File: config.mk
export PLATFORM = sky130hd
export DESIGN_NAME = msk_bit_source
export DESIGN_NICKNAME = d
export VERILOG_FILES = /design/src/rtl/msk_bit_source.sv
export SDC_FILE = /design/constraint.sdc
export NUM_CORES = 1
export LEC_CHECK = 0
export ABC_AREA = 1
export CAP_MARGIN = 20
export CORE_ASPECT_RATIO = 0.6
export CORE_UTILIZATION = 42
export CTS_BUF_LIST = sky130_fd_sc_hd__clkbuf_16
export CTS_CLUSTER_DIAMETER = 100
export CTS_CLUSTER_SIZE = 10
export DETAILED_ROUTE_END_ITERATION = 16
export SETUP_SLACK_MARGIN = 0.5
export SYNTH_ARGS = -nofsm -noshare
export SYNTH_HDL_FRONTEND = slang
export SYNTH_SLANG_ARGS = --single-unit
File: constraint.sdc
create_clock -name clk -period 6.8 [get_ports clk]
set_clock_uncertainty 0.2 [all_clocks]
set_input_delay 1.36 -clock clk [delete_from_list [all_inputs] [get_ports clk]]
set_output_delay 1.36 -clock clk [all_outputs]
set_load 0.01 [all_outputs]
File: src/rtl/msk_bit_source.sv
// Serial bit source for msk_mod: buffers DATA_W-bit words and shifts them out at SPS clocks per bit.
// Optional macro MSK_BIT_SRC_PRBS_EN adds a PRBS-9 bit source selected by prbs_sel at start.
module msk_bit_source #(
  parameter int DATA_W    = 8,
  parameter int DEPTH     = 32,
  parameter int SPS       = 20,
  parameter int MSB_FIRST = 1
) (
  input  logic                       clk,
  input  logic                       reset,
  input  logic [DATA_W-1:0]          s_tdata,
  input  logic                       s_tvalid,
  output logic                       s_tready,
  input  logic                       start,
  input  logic                       stop,
  input  logic                       loop_en,
  input  logic                       flush,
`ifdef MSK_BIT_SRC_PRBS_EN
  input  logic                       prbs_sel,
`endif
  output logic                       bit_out,
  output logic                       bit_val,
  output logic                       busy,
  output logic                       underrun,
  output logic [$clog2(DEPTH+1)-1:0] level
);
  localparam int PW = $clog2(DEPTH);
  localparam int LW = $clog2(DEPTH+1);
  localparam int CW = $clog2(SPS);
  localparam int BW = $clog2(DATA_W);

  localparam logic [0:0] ST_IDLE  = 1'b0;
  localparam logic [0:0] ST_SHIFT = 1'b1;

  // Stream handshake: a word moves when s_tvalid && s_tready on a rising clk edge;
  // s_tvalid may be held or dropped freely, s_tready never depends on s_tvalid.

  logic [DATA_W-1:0] mem_q [DEPTH];
  logic [0:0]        state_q, state_d;
  logic [PW-1:0]     wr_ptr_q, wr_ptr_d, rd_ptr_q, rd_ptr_d, base_q, base_d;
  logic [LW-1:0]     level_q, level_d, loop_cnt_q, loop_cnt_d, loop_off_q, loop_off_d;
  logic              loop_mode_q, loop_mode_d, stop_q, stop_d;
  logic [DATA_W-1:0] word_q, word_d;
  logic [CW-1:0]     sps_q, sps_d;
  logic [BW-1:0]     bit_q, bit_d;
  logic              bit_out_q, bit_out_d, bit_val_q, bit_val_d;
`ifdef MSK_BIT_SRC_PRBS_EN
  logic              prbs_mode_q, prbs_mode_d;
  logic [8:0]        lfsr_q, lfsr_d;
`endif

  logic              wr_fire, pop, flush_c, underrun_c, load;
  logic              sps_last, bit_last, loop_wrap;
  logic [PW-1:0]     load_addr, loop_addr;
  logic [LW-1:0]     nxt_off;
  logic [BW-1:0]     bit_nxt, sel_nxt;

  function automatic logic first_bit(input logic [DATA_W-1:0] w);
    return (MSB_FIRST != 0) ? w[DATA_W-1] : w[0];
  endfunction

  assign s_tready = (level_q < LW'(DEPTH)) && !((state_q == ST_SHIFT) && loop_mode_q) && !flush;
  assign wr_fire  = s_tvalid && s_tready;

  assign sps_last  = (sps_q == CW'(SPS-1));
  assign bit_last  = (bit_q == BW'(DATA_W-1));
  assign bit_nxt   = bit_q + BW'(1);
  assign sel_nxt   = (MSB_FIRST != 0) ? (BW'(DATA_W-1) - bit_nxt) : bit_nxt;
  // Loop replay walks base..base+count-1 without consuming the words.
  assign nxt_off   = loop_off_q + LW'(1);
  assign loop_wrap = (nxt_off == loop_cnt_q);
  assign loop_addr = loop_wrap ? base_q : rd_ptr_q + PW'(1);

  always_comb begin
    state_d     = state_q;
    wr_ptr_d    = wr_ptr_q;
    rd_ptr_d    = rd_ptr_q;
    base_d      = base_q;
    level_d     = level_q;
    loop_mode_d = loop_mode_q;
    loop_cnt_d  = loop_cnt_q;
    loop_off_d  = loop_off_q;
    stop_d      = stop_q;
    word_d      = word_q;
    sps_d       = sps_q;
    bit_d       = bit_q;
    bit_out_d   = bit_out_q;
    bit_val_d   = 1'b0;
    pop         = 1'b0;
    flush_c     = 1'b0;
    underrun_c  = 1'b0;
    load        = 1'b0;
    load_addr   = rd_ptr_q;
`ifdef MSK_BIT_SRC_PRBS_EN
    prbs_mode_d = prbs_mode_q;
    lfsr_d      = lfsr_q;
`endif
    case (state_q)
      ST_IDLE: begin
        stop_d = 1'b0;
        if (flush) begin
          flush_c = 1'b1;
        end else if (start) begin
`ifdef MSK_BIT_SRC_PRBS_EN
          if (prbs_sel) begin
            state_d     = ST_SHIFT;
            prbs_mode_d = 1'b1;
            lfsr_d      = {8'hFF, 1'b0};
            bit_out_d   = 1'b1;
            bit_val_d   = 1'b1;
            sps_d       = '0;
          end else
`endif
          if (level_q != '0) begin
            state_d     = ST_SHIFT;
            loop_mode_d = loop_en;
            loop_cnt_d  = level_q;
            loop_off_d  = '0;
            base_d      = rd_ptr_q;
            load        = 1'b1;
`ifdef MSK_BIT_SRC_PRBS_EN
            prbs_mode_d = 1'b0;
`endif
          end
        end
      end
      default: begin
        stop_d = stop_q | stop;
        if (!sps_last) begin
          sps_d = sps_q + CW'(1);
        end else begin
          sps_d = '0;
`ifdef MSK_BIT_SRC_PRBS_EN
          if (prbs_mode_q) begin
            if (stop_q) begin
              state_d = ST_IDLE;
            end else begin
              bit_out_d = lfsr_q[8];
              bit_val_d = 1'b1;
              lfsr_d    = {lfsr_q[7:0], lfsr_q[8] ^ lfsr_q[4]};
            end
          end else
`endif
          if (!bit_last) begin
            bit_d     = bit_nxt;
            bit_out_d = word_q[sel_nxt];
            bit_val_d = 1'b1;
          end else if (loop_mode_q) begin
            if (stop_q) begin
              state_d  = ST_IDLE;
              rd_ptr_d = base_q;
            end else begin
              rd_ptr_d   = loop_addr;
              loop_off_d = loop_wrap ? '0 : nxt_off;
              load       = 1'b1;
              load_addr  = loop_addr;
            end
          end else begin
            pop      = 1'b1;
            rd_ptr_d = rd_ptr_q + PW'(1);
            if (stop_q) begin
              state_d = ST_IDLE;
            end else if (level_q > LW'(1)) begin
              load      = 1'b1;
              load_addr = rd_ptr_q + PW'(1);
            end else begin
              underrun_c = 1'b1;
              state_d    = ST_IDLE;
            end
          end
        end
      end
    endcase
    if (load) begin
      word_d    = mem_q[load_addr];
      bit_out_d = first_bit(word_d);
      bit_val_d = 1'b1;
      sps_d     = '0;
      bit_d     = '0;
    end
    if (flush_c) begin
      wr_ptr_d = '0;
      rd_ptr_d = '0;
      level_d  = '0;
    end else begin
      wr_ptr_d = wr_ptr_q + PW'(wr_fire);
      level_d  = level_q + LW'(wr_fire) - LW'(pop);
    end
  end

  always_ff @(posedge clk) begin
    if (wr_fire) mem_q[wr_ptr_q] <= s_tdata;
  end

  always_ff @(posedge clk) begin
    if (reset) begin
      state_q     <= ST_IDLE;
      wr_ptr_q    <= '0;
      rd_ptr_q    <= '0;
      base_q      <= '0;
      level_q     <= '0;
      loop_mode_q <= 1'b0;
      loop_cnt_q  <= '0;
      loop_off_q  <= '0;
      stop_q      <= 1'b0;
      word_q      <= '0;
      sps_q       <= '0;
      bit_q       <= '0;
      bit_out_q   <= 1'b0;
      bit_val_q   <= 1'b0;
`ifdef MSK_BIT_SRC_PRBS_EN
      prbs_mode_q <= 1'b0;
      lfsr_q      <= 9'h1FF;
`endif
    end else begin
      state_q     <= state_d;
      wr_ptr_q    <= wr_ptr_d;
      rd_ptr_q    <= rd_ptr_d;
      base_q      <= base_d;
      level_q     <= level_d;
      loop_mode_q <= loop_mode_d;
      loop_cnt_q  <= loop_cnt_d;
      loop_off_q  <= loop_off_d;
      stop_q      <= stop_d;
      word_q      <= word_d;
      sps_q       <= sps_d;
      bit_q       <= bit_d;
      bit_out_q   <= bit_out_d;
      bit_val_q   <= bit_val_d;
`ifdef MSK_BIT_SRC_PRBS_EN
      prbs_mode_q <= prbs_mode_d;
      lfsr_q      <= lfsr_d;
`endif
    end
  end

  assign bit_out  = bit_out_q;
  assign bit_val  = bit_val_q;
  assign busy     = (state_q == ST_SHIFT);
  assign underrun = underrun_c;
  assign level    = level_q;

endmodule

== Yosys cells after proc, flatten, opt, wreduce, memory -nomap -nowiden ==
Memories as Yosys holds them, arrays and structs flattened.
Index checks and enable logic that the tools add are counted.

* Add/subtract/negate cells: 8
* Multipliers: 0
* Divide/modulo/power cells: 0
* $lt $le $gt $ge: 3
* Eq/ne operators: 9
* Shift operators: 0
* Mux-type cells: 57
* Bitwise gates (word level): 4
* Reduce and logical (&&, ||, !) cells: 19

{| class="wikitable"
|+ Operators by type and width
! cell !! number
|-
| 2-to-1 mux 5 bit || 11
|-
| 2-to-1 mux 6 bit || 9
|-
| 2-to-1 mux 1 bit || 36
|-
| adder 5 x 1 -> 5 bit, second input constant || 2
|-
| AND reduction 3 bit || 3
|-
| inequality test 2 x 1 -> 1 bit, second input constant || 4
|-
| nonzero test 2 bit || 4
|-
| AND reduction 7 bit || 1
|-
| adder 6 x 1 -> 6 bit || 1
|-
| adder 6 x 1 -> 6 bit, second input constant || 1
|-
| equality test 6 bit || 1
|-
| greater-than comparator 6 x 1 -> 1 bit, second input constant || 1
|-
| < comparator 6 bit, second input constant || 1
|-
| nonzero test 6 bit || 1
|-
| OR reduction 2 bit || 3
|-
| subtractor 6 x 1 -> 6 bit || 1
|-
| adder 5 x 1 -> 5 bit || 1
|-
| equality test 5 bit, second input constant || 1
|-
| logical AND 1 bit || 4
|-
| < comparator 3 x 4 -> 1 bit, second input constant || 1
|-
| inequality test 2 bit, second input constant || 2
|-
| AND reduction 4 bit || 1
|-
| adder 3 x 1 -> 3 bit, second input constant || 1
|-
| binary-select mux 1 bit (select 3 bit) || 1
|-
| 5 further kinds || 8
|}

* Register bits after elaboration: 54
* Latch bits: 0
* Memory bits (writable): 256
* Memory bits (read-only): 0
* Input port bits: 15
* Output and inout bits: 11
* Memories kept: 1

{| class="wikitable"
|+ Memory list
! name !! words !! bits a word !! rd ports !! clocked after Yosys merged registers in !! write ports !! line !! RTL
|-
| mem_q || 32 || 8 || 1 || 0 || 1 || 38 || <nowiki>logic [DATA_W-1:0] mem_q [DEPTH];</nowiki>
|}

== Longest topological paths before layout ==
Gate-level depths: netlist of the first run.
An unclocked memory read counts as a cell.

* Depth after elaboration: 10
* Mapped depth: 25
* Gate-level depth less buffers: 24

== Worst setup path after synthesis of the first run ==
No wires, ideal clock.

* Path kind: input to register
* From: input port flush
* To: register level_q[4] (netlist: level[4])
* Setup time: 0.132 ns
* Data arrival time: 2.997 ns
* Data required time: 6.468 ns
* Setup slack: 3.470 ns
* Stages: 14
* Path buffers: 0
* Path through: inv_1 o211ai_1 inv_1 nand2_1 ha_1 inv_1 ha_1 inv_1 fa_1 nor2_1 nor2_1 o21bai_1 or2_2 a21oi_1

* Word-level cells in the longest chain between the ends: 5
* Elaborated cells between the ends (all ways): 8

{| class="wikitable"
|+ Ends and longest elaborated chain
! element !! line !! RTL
|-
| from (decl) || 17 || <nowiki>input logic flush,</nowiki>
|-
| logical NOT 1 bit || 62 || <nowiki>assign s_tready = (level_q < LW'(DEPTH)) && !((state_q == ST_SHIFT) && loop_mode_q) && !flush;</nowiki>
|-
| logical AND 1 bit || 62 ||
|-
| net s_tready || 13 || <nowiki>output logic s_tready,</nowiki>
|-
| logical AND 1 bit || 63 || <nowiki>assign wr_fire = s_tvalid && s_tready;</nowiki>
|-
| adder 6 x 1 -> 6 bit || 187 || <nowiki>level_d = level_q + LW'(wr_fire) - LW'(pop);</nowiki>
|-
| subtractor 6 x 1 -> 6 bit || 187 ||
|-
| to (signal assigned) || 220 || <nowiki>level_q <= level_d;</nowiki>
|-
| to (decl) || 41 || <nowiki>logic [LW-1:0] level_q, level_d, loop_cnt_q, loop_cnt_d, loop_off_q, loop_off_d;</nowiki>
|}

The timed path passes the listed nets, and every way through them passes these cells.
A chain may end at the register's enable or synchronous reset.

== Final worst setup path of the first run ==
* From: register loop_off_q[0]
* To: register word_q[7]

* Word-level cells in the longest chain between the ends: 9

{| class="wikitable"
|+ Ends and longest elaborated chain
! element !! line !! RTL
|-
| from (decl) || 41 ||
|-
| from (signal assigned) || 223 || <nowiki>loop_off_q <= loop_off_d;</nowiki>
|-
| adder 6 x 1 -> 6 bit || 70 || <nowiki>assign nxt_off = loop_off_q + LW'(1);</nowiki>
|-
| equality test 6 bit || 71 || <nowiki>assign loop_wrap = (nxt_off == loop_cnt_q);</nowiki>
|-
| 2-to-1 mux 5 bit || 72 || <nowiki>assign loop_addr = loop_wrap ? base_q : rd_ptr_q + PW'(1);</nowiki>
|-
| 2-to-1 mux 5 bit || 149 || <nowiki>if (stop_q) begin</nowiki>
|-
| 2-to-1 mux 5 bit || 148 || <nowiki>end else if (loop_mode_q) begin</nowiki>
|-
| 2-to-1 mux 5 bit || 144 || <nowiki>if (!bit_last) begin</nowiki>
|-
| 2-to-1 mux 5 bit || 129 || <nowiki>if (!sps_last) begin</nowiki>
|-
| 2-to-1 mux 5 bit || 98 || <nowiki>case (state_q)</nowiki>
|-
| memory read (32 x 8 bit) || -- ||
|-
| to (signal assigned) || 225 || <nowiki>word_q <= word_d;</nowiki>
|-
| to (decl) || 43 || <nowiki>logic [DATA_W-1:0] word_q, word_d;</nowiki>
|}

Every way passes these cells.

==> impl_metrics.py, run 1 <==
metrics = {
    "timing": {
        "period_share_pct": 70.26,
        "max_freq_mhz": 209.3,
        "fin_crit_ns": 4.778,
        "maxSlewViolCount": 0,
        "finalHoldViolations": 0,
        "tightest_slew_ns": 0.9115,
        "rsz0062_at_grt": "no",
        "finalSetupTns_ns": 0,
        "maxSlewHeadroom_pct": 39.02,
        "setup_viol": 0,
    },
    "global_routing": {
        "grt_pass1_wl_mm": 53.72,
        "antenna_found_initial": 0,
        "grt_start_max_net_pins": 116,
        "overflow": 0,
        "grt_use_total_pct": 21.22,
        "grt_pass1_vias": 8957,
    },
    "final_layout": {
        "num-fill-cells": 2985,
        "drive_gt1_share_pct": 6.128,
        "multiInputGateArea_um2": 4045,
        "fin_cells": 1811,
        "areaGrowthSynthToFinish_pct": 10.92,
        "final_area_um2": 15410,
        "seqCellArea_um2": 8768,
        "antennaDiodeCount": 0,
        "num-nets-final": 1400,
    },
    "route": {
        "wire_per_inst_um": 19.55,
        "dr.pass1.iters": 5,
        "via_per_inst": 5.380,
        "drc": 0,
        "vias": 9744,
        "antenna_left": 0,
        "wl_mm": 35.41,
        "drtIter0Drc": 1122,
    },
    "setup_path": {
        "start_kind": "flop",
        "crit_family": "simple AND/OR/NAND/NOR gates",
        "path_class": "reg -> reg",
        "crit_top_cell": "nand2_1",
        "r2r-start": "loop_off_q[0]$_SDFFE_PP0P_",
        "worstRegToRegCells": 21,
        "required_ns": 7.05,
        "path_cells": "ha_1, inv_1, nand2_1, nand2_1, nor2_1, nand3_1, nor2_2, nand3_4, nand2_1, nand3_2, nand2_2, nand2_8, inv_2, nand2_1, nand2_1, nand2_1, nand3_1, nand3_1, nand3_1, nand3_2, o21ai_1",
        "critPathLaunch": "loop_off_q[0]$_SDFFE_PP0P_",
        "crit_fanout": 115,
        "reg2reg_slack_ns": 2.02,
        "critPathMaxStageDelay_ns": 0.75,
        "crit_arrival_ns": 5.03,
        "crit_cells": 21,
        "endpoint": "word_q[7]$_SDFFE_PP0P_",
        "crit_path_end_kind": "flop",
        "cp_num_buf_inv": 2,
        "cp_slowest_cell": "inv_2",
        "r2r-end": "word_q[7]$_SDFFE_PP0P_",
    },
    "cts": {
        "h-tree-depth": 2,
        "cts_tree": "yes",
        "cts_resized": 0,
        "cts.sinks": 310,
        "clockBufferDepth": 3,
        "clk_pin_slew_worst_paths_ns": 0.06,
        "root_buffer": "clkbuf_16",
        "worstSkewPairLatency_ns": 0.52,
        "post_cts.repair.setup_buffers": 0,
        "hold_buffers": 0,
        "cts_made_buffers": 36,
    },
    "job": {
        "cap_violations": 0,
    },
    "synth": {
        "ys_ff_latch": 310,
        "syn_inst": 1349,
        "synth_most_common_cell": "edfxtp_1",
        "synth-edff-count": 256,
        "ys_seq_area_share_pct": 63.11,
        "ys_top_cells_by_count": "256 x edfxtp_1, 244 x nand2_1, 179 x inv_1",
        "ys_async_sr_fraction_pct": 0,
        "synthTopCellsByArea": "edfxtp_1 55%, dfxtp_1 7.8%, nand2_1 6.6%, nand3_1 6.1%, inv_1 4.8%",
        "synthDominantCellAreaShare_pct": 55.33,
        "synth_area_um2": 13890,
        "syn_area_per_cell_um2": 10.30,
        "yosys_most_used_dff": "edfxtp_1",
        "ys_warn_count": 0,
        "synth_cell_types": 43,
        "synth_top_area_cell": "edfxtp_1",
        "synth_fp_nets": 1381,
    },
    "power_and_ir_drop": {
        "vdd_ir_drop_max_mv": 0.1906,
        "power_leakage_nw": 5.812,
        "pwr_density_cell_nw_per_um2": 251.3,
        "design_power_total_mw": 3.873,
    },
    "place": {
        "dp_hpwl_mm": 22.44,
        "dp.cells": 1754,
        "dpl_cell_area_um2": 14410,
        "routabilityCongestion": 0.8602,
        "port_buffers": 25,
    },
    "hold_path": {
        "min_path_cells": 2,
        "hp-class": "reg -> reg",
    },
    "die": {
        "boundaryPins": 26,
        "num_rows": 51,
        "fp.dieH_um": 142.9,
        "core_um2": 32480,
        "die_w_um": 236.8,
        "initial_core_util_pct": 42.78,
        "dieArea_um2": 33830,
    },
    "status": {
        "status": "completed",
    },
}
## how the worst min path moves through the flow
stage / from / end / slack (ns)
after floorplan: word_q[0]$_SDFFE_PP0P_ / word_q[0]$_SDFFE_PP0P_ / 0.22
after global placement: word_q[0]$_SDFFE_PP0P_ / word_q[0]$_SDFFE_PP0P_ / 0.24
after detailed placement: word_q[0]$_SDFFE_PP0P_ / word_q[0]$_SDFFE_PP0P_ / 0.25
after CTS: word_q[7]$_SDFFE_PP0P_ / word_q[7]$_SDFFE_PP0P_ / 0.26
after global routing: word_q[7]$_SDFFE_PP0P_ / word_q[7]$_SDFFE_PP0P_ / 0.28
final: word_q[7]$_SDFFE_PP0P_ / word_q[7]$_SDFFE_PP0P_ / 0.26
## final cells by class
| class | count | area share (%) |
|---|---|---|
| Sequential cell | 310 | 56.90 |
| Tap cell | 424 | 3.442 |
| Clock inverter | 20 | 0.4871 |
| Multi-Input combinational cell | 793 | 26.25 |
| Timing Repair Buffer | 40 | 2.354 |
| Inverter | 187 | 4.563 |
| Clock buffer | 37 | 6.008 |
## sequential cells by signal (all words and copies together), names as in the netlist, 3 cells and up
register,count
mem_q,256
word_q,8
level,6
loop_cnt_q,6
loop_off_q,6
base_q,5
rd_ptr_q,5
sps_q,5
wr_ptr_q,5
bit_q,3
## cells in the final DEF (no fill, tap or decap), types with 6 or more instances in the layout
master / n
nand2_1: 244
nor2_1: 75
buf_4: 15
a21oi_1: 75
edfxtp_1: 256
clkbuf_16: 37
dfxtp_1: 54
nor3_1: 6
ha_1: 16
nand2_2: 7
inv_1: 199
o21ai_0: 65
o21ai_1: 24
clkdlybuf4s50_1: 25
nand3b_1: 28
inv_2: 6
nand3_1: 169
o211ai_1: 46
xor2_1: 6
## worst min-delay path, cell delays in order (launching register included)
cell and delay [ns]:
dfxtp_1 0.31, nand2_1 0.06, o21ai_1 0.05
## power breakdown
| part | switching [mW] | internal [mW] |
|---|---|---|
| combinational | 0.0722 | 0.0292 |
| sequential | 0.00759 | 2.06 |
| clock | 0.733 | 0.969 |
| total | 0.813 | 3.06 |
## through the flow
step / hold slack, ns / utilization, % / setup WS [ns]
6_report: 0.2612 / 47.45 / 2.022
2_1_floorplan: 0.2208 / - / 3.470
3_5_place_dp: 0.2509 / 44.37 / 2.117
5_1_grt: 0.2817 / 47.45 / 1.596
3_3_place_gp: 0.2431 / 44.37 / 2.233
4_1_cts: 0.2597 / 47.45 / 2.103
## per-layer routing
| layer | vias to the layer above | GRT usage [%] | part of all wire [%] |
|---|---|---|---|
| met5 | - | 0 | 0 |
| met4 | 0 | 5.400 | 1.6 |
| met3 | 51 | 5.142 | 9.4 |
| met2 | 367 | 27.32 | 38 |
| met1 | 4674 | 34.44 | 51 |
| li1 | 4652 | - | - |
## cells by family (layout without fill, tap and decap cells)
group           count (synthesis)  in the layout  share of synthesized area [%]
buf+inv                       246            284                          7.835
simple gates                  544            544                          17.71
xor+xnor                        6              6                         0.3782
flops                         310            310                          63.11
fa+ha+maj                      17             17                          1.585
compound gates                225            225                          9.303
mux                             1              1                        0.08105
No activity file was read; power rests on OpenSTA's default activity.
==> run 2, diff against run 1 <==
clock period = 4.1 ns   (was 6.8 ns; I/O delays follow)
==> impl_metrics.py, run 2 (synthesized netlist as in run 1, its figures left out) <==
metrics = {
    "power_and_ir_drop": {
        "switchingPower_mw": 1.365,
        "clkPwrFrac_pct": 44.0,
        "p_int_mw": 5.084,
        "pwr_density_cell_nw_per_um2": 407.7,
        "p_comb_share_pct": 2.8,
        "vdd_ir_drop_max_mv": 0.3008,
        "design_power_total_mw": 6.449,
        "p_sw_share_pct": 21.17,
        "power_leakage_nw": 6.047,
        "power_frac_seq_pct": 53.2,
    },
    "timing": {
        "maxSlewViolCount": 0,
        "setup_ws_ns": 0.5016,
        "tightest_slew_ns": 0.7881,
        "max_freq_mhz": 277.9,
        "finalHoldViolations": 0,
        "hold_ws_ns": 0.2577,
        "rsz0062_at_grt": "yes",
        "maxSlewHeadroom_pct": 47.27,
        "setup_viol": 0,
        "finalSetupTns_ns": 0,
        "period_share_pct": 87.77,
        "fin_crit_ns": 3.598,
    },
    "status": {
        "status": "completed",
    },
    "route": {
        "dr.pass1.iters": 6,
        "wire_per_inst_um": 20.01,
        "vias": 10060,
        "wl_mm": 37.02,
        "drc": 0,
        "via_per_inst": 5.435,
        "drtIter0Drc": 1320,
        "antenna_left": 0,
    },
    "job": {
        "cap_violations": 0,
    },
    "hold_path": {
        "min_path_cells": 2,
        "hp-class": "reg -> reg",
    },
    "final_layout": {
        "top_regs": "mem_q x256, word_q x8",
        "antennaDiodeCount": 0,
        "drive_gt1_share_pct": 8.906,
        "areaGrowthSynthToFinish_pct": 13.87,
        "num-nets-final": 1439,
        "final_cell_mix": "256 x edfxtp_1, 244 x nand2_1, 197 x inv_1",
        "final_common_cell": "edfxtp_1",
        "max_flop_register": "mem_q",
        "largest_reg_flops": 256,
    },
    "place": {
        "place_ws_ns": 0.4482,
        "routabilityCongestion": 0.8791,
        "dp_hpwl_mm": 23.05,
        "port_buffers": 25,
    },
    "cts": {
        "root_buffer": "clkbuf_16",
        "cts_tree": "yes",
        "clockBufferDepth": 3,
        "h-tree-depth": 2,
        "clk_pin_slew_worst_paths_ns": 0.06,
        "hold_buffers": 0,
        "cts_made_buffers": 36,
        "cts.sinks": 310,
        "worstSkewPairLatency_ns": 0.53,
    },
    "setup_path": {
        "worstRegToRegCells": 19,
        "crit_fanout": 4,
        "critPathMaxStageDelay_ns": 0.57,
        "crit_arrival_ns": 2.58,
        "path_cells": "inv_1, ha_1, o21ai_0, nand3_1, nand2_1, nand2_1, nor2_1, clkdlybuf4s50_1",
        "path_class": "reg -> out",
        "crit_path_end_kind": "output pin",
        "required_ns": 3.08,
        "cp_slowest_cell": "clkdlybuf4s50_1",
        "crit_top_cell": "nand2_1",
        "start_kind": "flop",
    },
    "die": {
        "num_rows": 51,
        "boundaryPins": 26,
        "dieArea_um2": 33830,
        "core_um2": 32480,
        "fp.dieH_um": 142.9,
        "die_w_um": 236.8,
        "initial_core_util_pct": 42.78,
    },
    "global_routing": {
        "antenna_found_initial": 0,
        "grt_use_total_pct": 21.85,
        "grt_pass1_vias": 9157,
        "grt_start_max_net_pins": 104,
        "grt_pass1_wl_mm": 55.59,
        "overflow": 0,
    },
}
## run 2: changes by cell type in the layout (fill, tap and decap cells not counted), sizes merged
cell,change
clkinv,+1
nand2,+1
inv,-1
clkbuf,+1
buf,+37
## run 2: per-layer routing
| layer | vias up | GRT usage, % | wire length [µm] |
|---|---|---|---|
| li1 | 4751 | - | - |
| met3 | 52 | 5.683 | 3758 |
| met2 | 482 | 28.56 | 14220 |
| met4 | 0 | 4.545 | 622 |
| met5 | - | 0 | 0 |
| met1 | 4770 | 35.24 | 18420 |
## run 2: final cells by class
cell class | count | area, µm²
Fill cell | 2948 | 16660
Sequential cell | 310 | 8768
Multi-Input combinational cell | 794 | 4069
Clock buffer | 37 | 925.9
Timing Repair Buffer | 78 | 725.7
Inverter | 187 | 715.7
Tap cell | 424 | 530.5
Clock inverter | 20 | 85.08
## run 2: metrics by stage
stage	util (%)	instance area [µm²]	std cells
2_1_floorplan	-	13890	1349
3_3_place_gp	45.16	14670	1785
3_5_place_dp	45.16	14670	1785
4_1_cts	48.29	15690	1842
5_1_grt	48.71	15820	1850
6_report	48.71	15820	1850
## run 2: repair_timing
action                     4_1_cts  5_1_grt
pin swaps                        0        2
gates cloned                     0        2
resized for setup                2       16
setup endpoints to repair        9       18
buffers inserted                 0        6
## run 2: power by group through the flow
stage | logic, mW | registers (mW) | clock network [mW]
finish | 0.179 | 3.43 | 2.84
global route | 0.193 | 3.43 | 3.01
CTS | 0.177 | 3.43 | 2.88
detailed placement | 0.176 | 3.50 | 0
global placement | 0.176 | 3.50 | 0
floorplan | 0.0670 | 3.49 | 0
## run 2: critical path: cells and delay by family, from the launching register on
kind | cells | cell delay [ns]
adders and majority gates | 1 | 0.22
and+or+nand+nor | 4 | 0.69
AOI/OAI and AO/OA | 1 | 0.07
DFF | 1 | 0.38
buffers and inverters | 2 | 0.69
## run 2: path summary, 6_finish.rpt
path	startpoint	slack [ns]	to
max	level[2]$_SDFF_PP0_	0.50	underrun
min	word_q[0]$_SDFFE_PP0P_	0.26	word_q[0]$_SDFFE_PP0P_
max reg2reg	level[2]$_SDFF_PP0_	0.59	word_q[4]$_SDFFE_PP0P_
min reg2reg	word_q[0]$_SDFFE_PP0P_	0.26	word_q[0]$_SDFFE_PP0P_
==> run 3, diff against run 2 <==
ABC_CLOCK_PERIOD_IN_PS = 4100   (was default)
==> results of run 3 <==
Same layout as run 2: the final DEF is identical, and so are final timing and power.
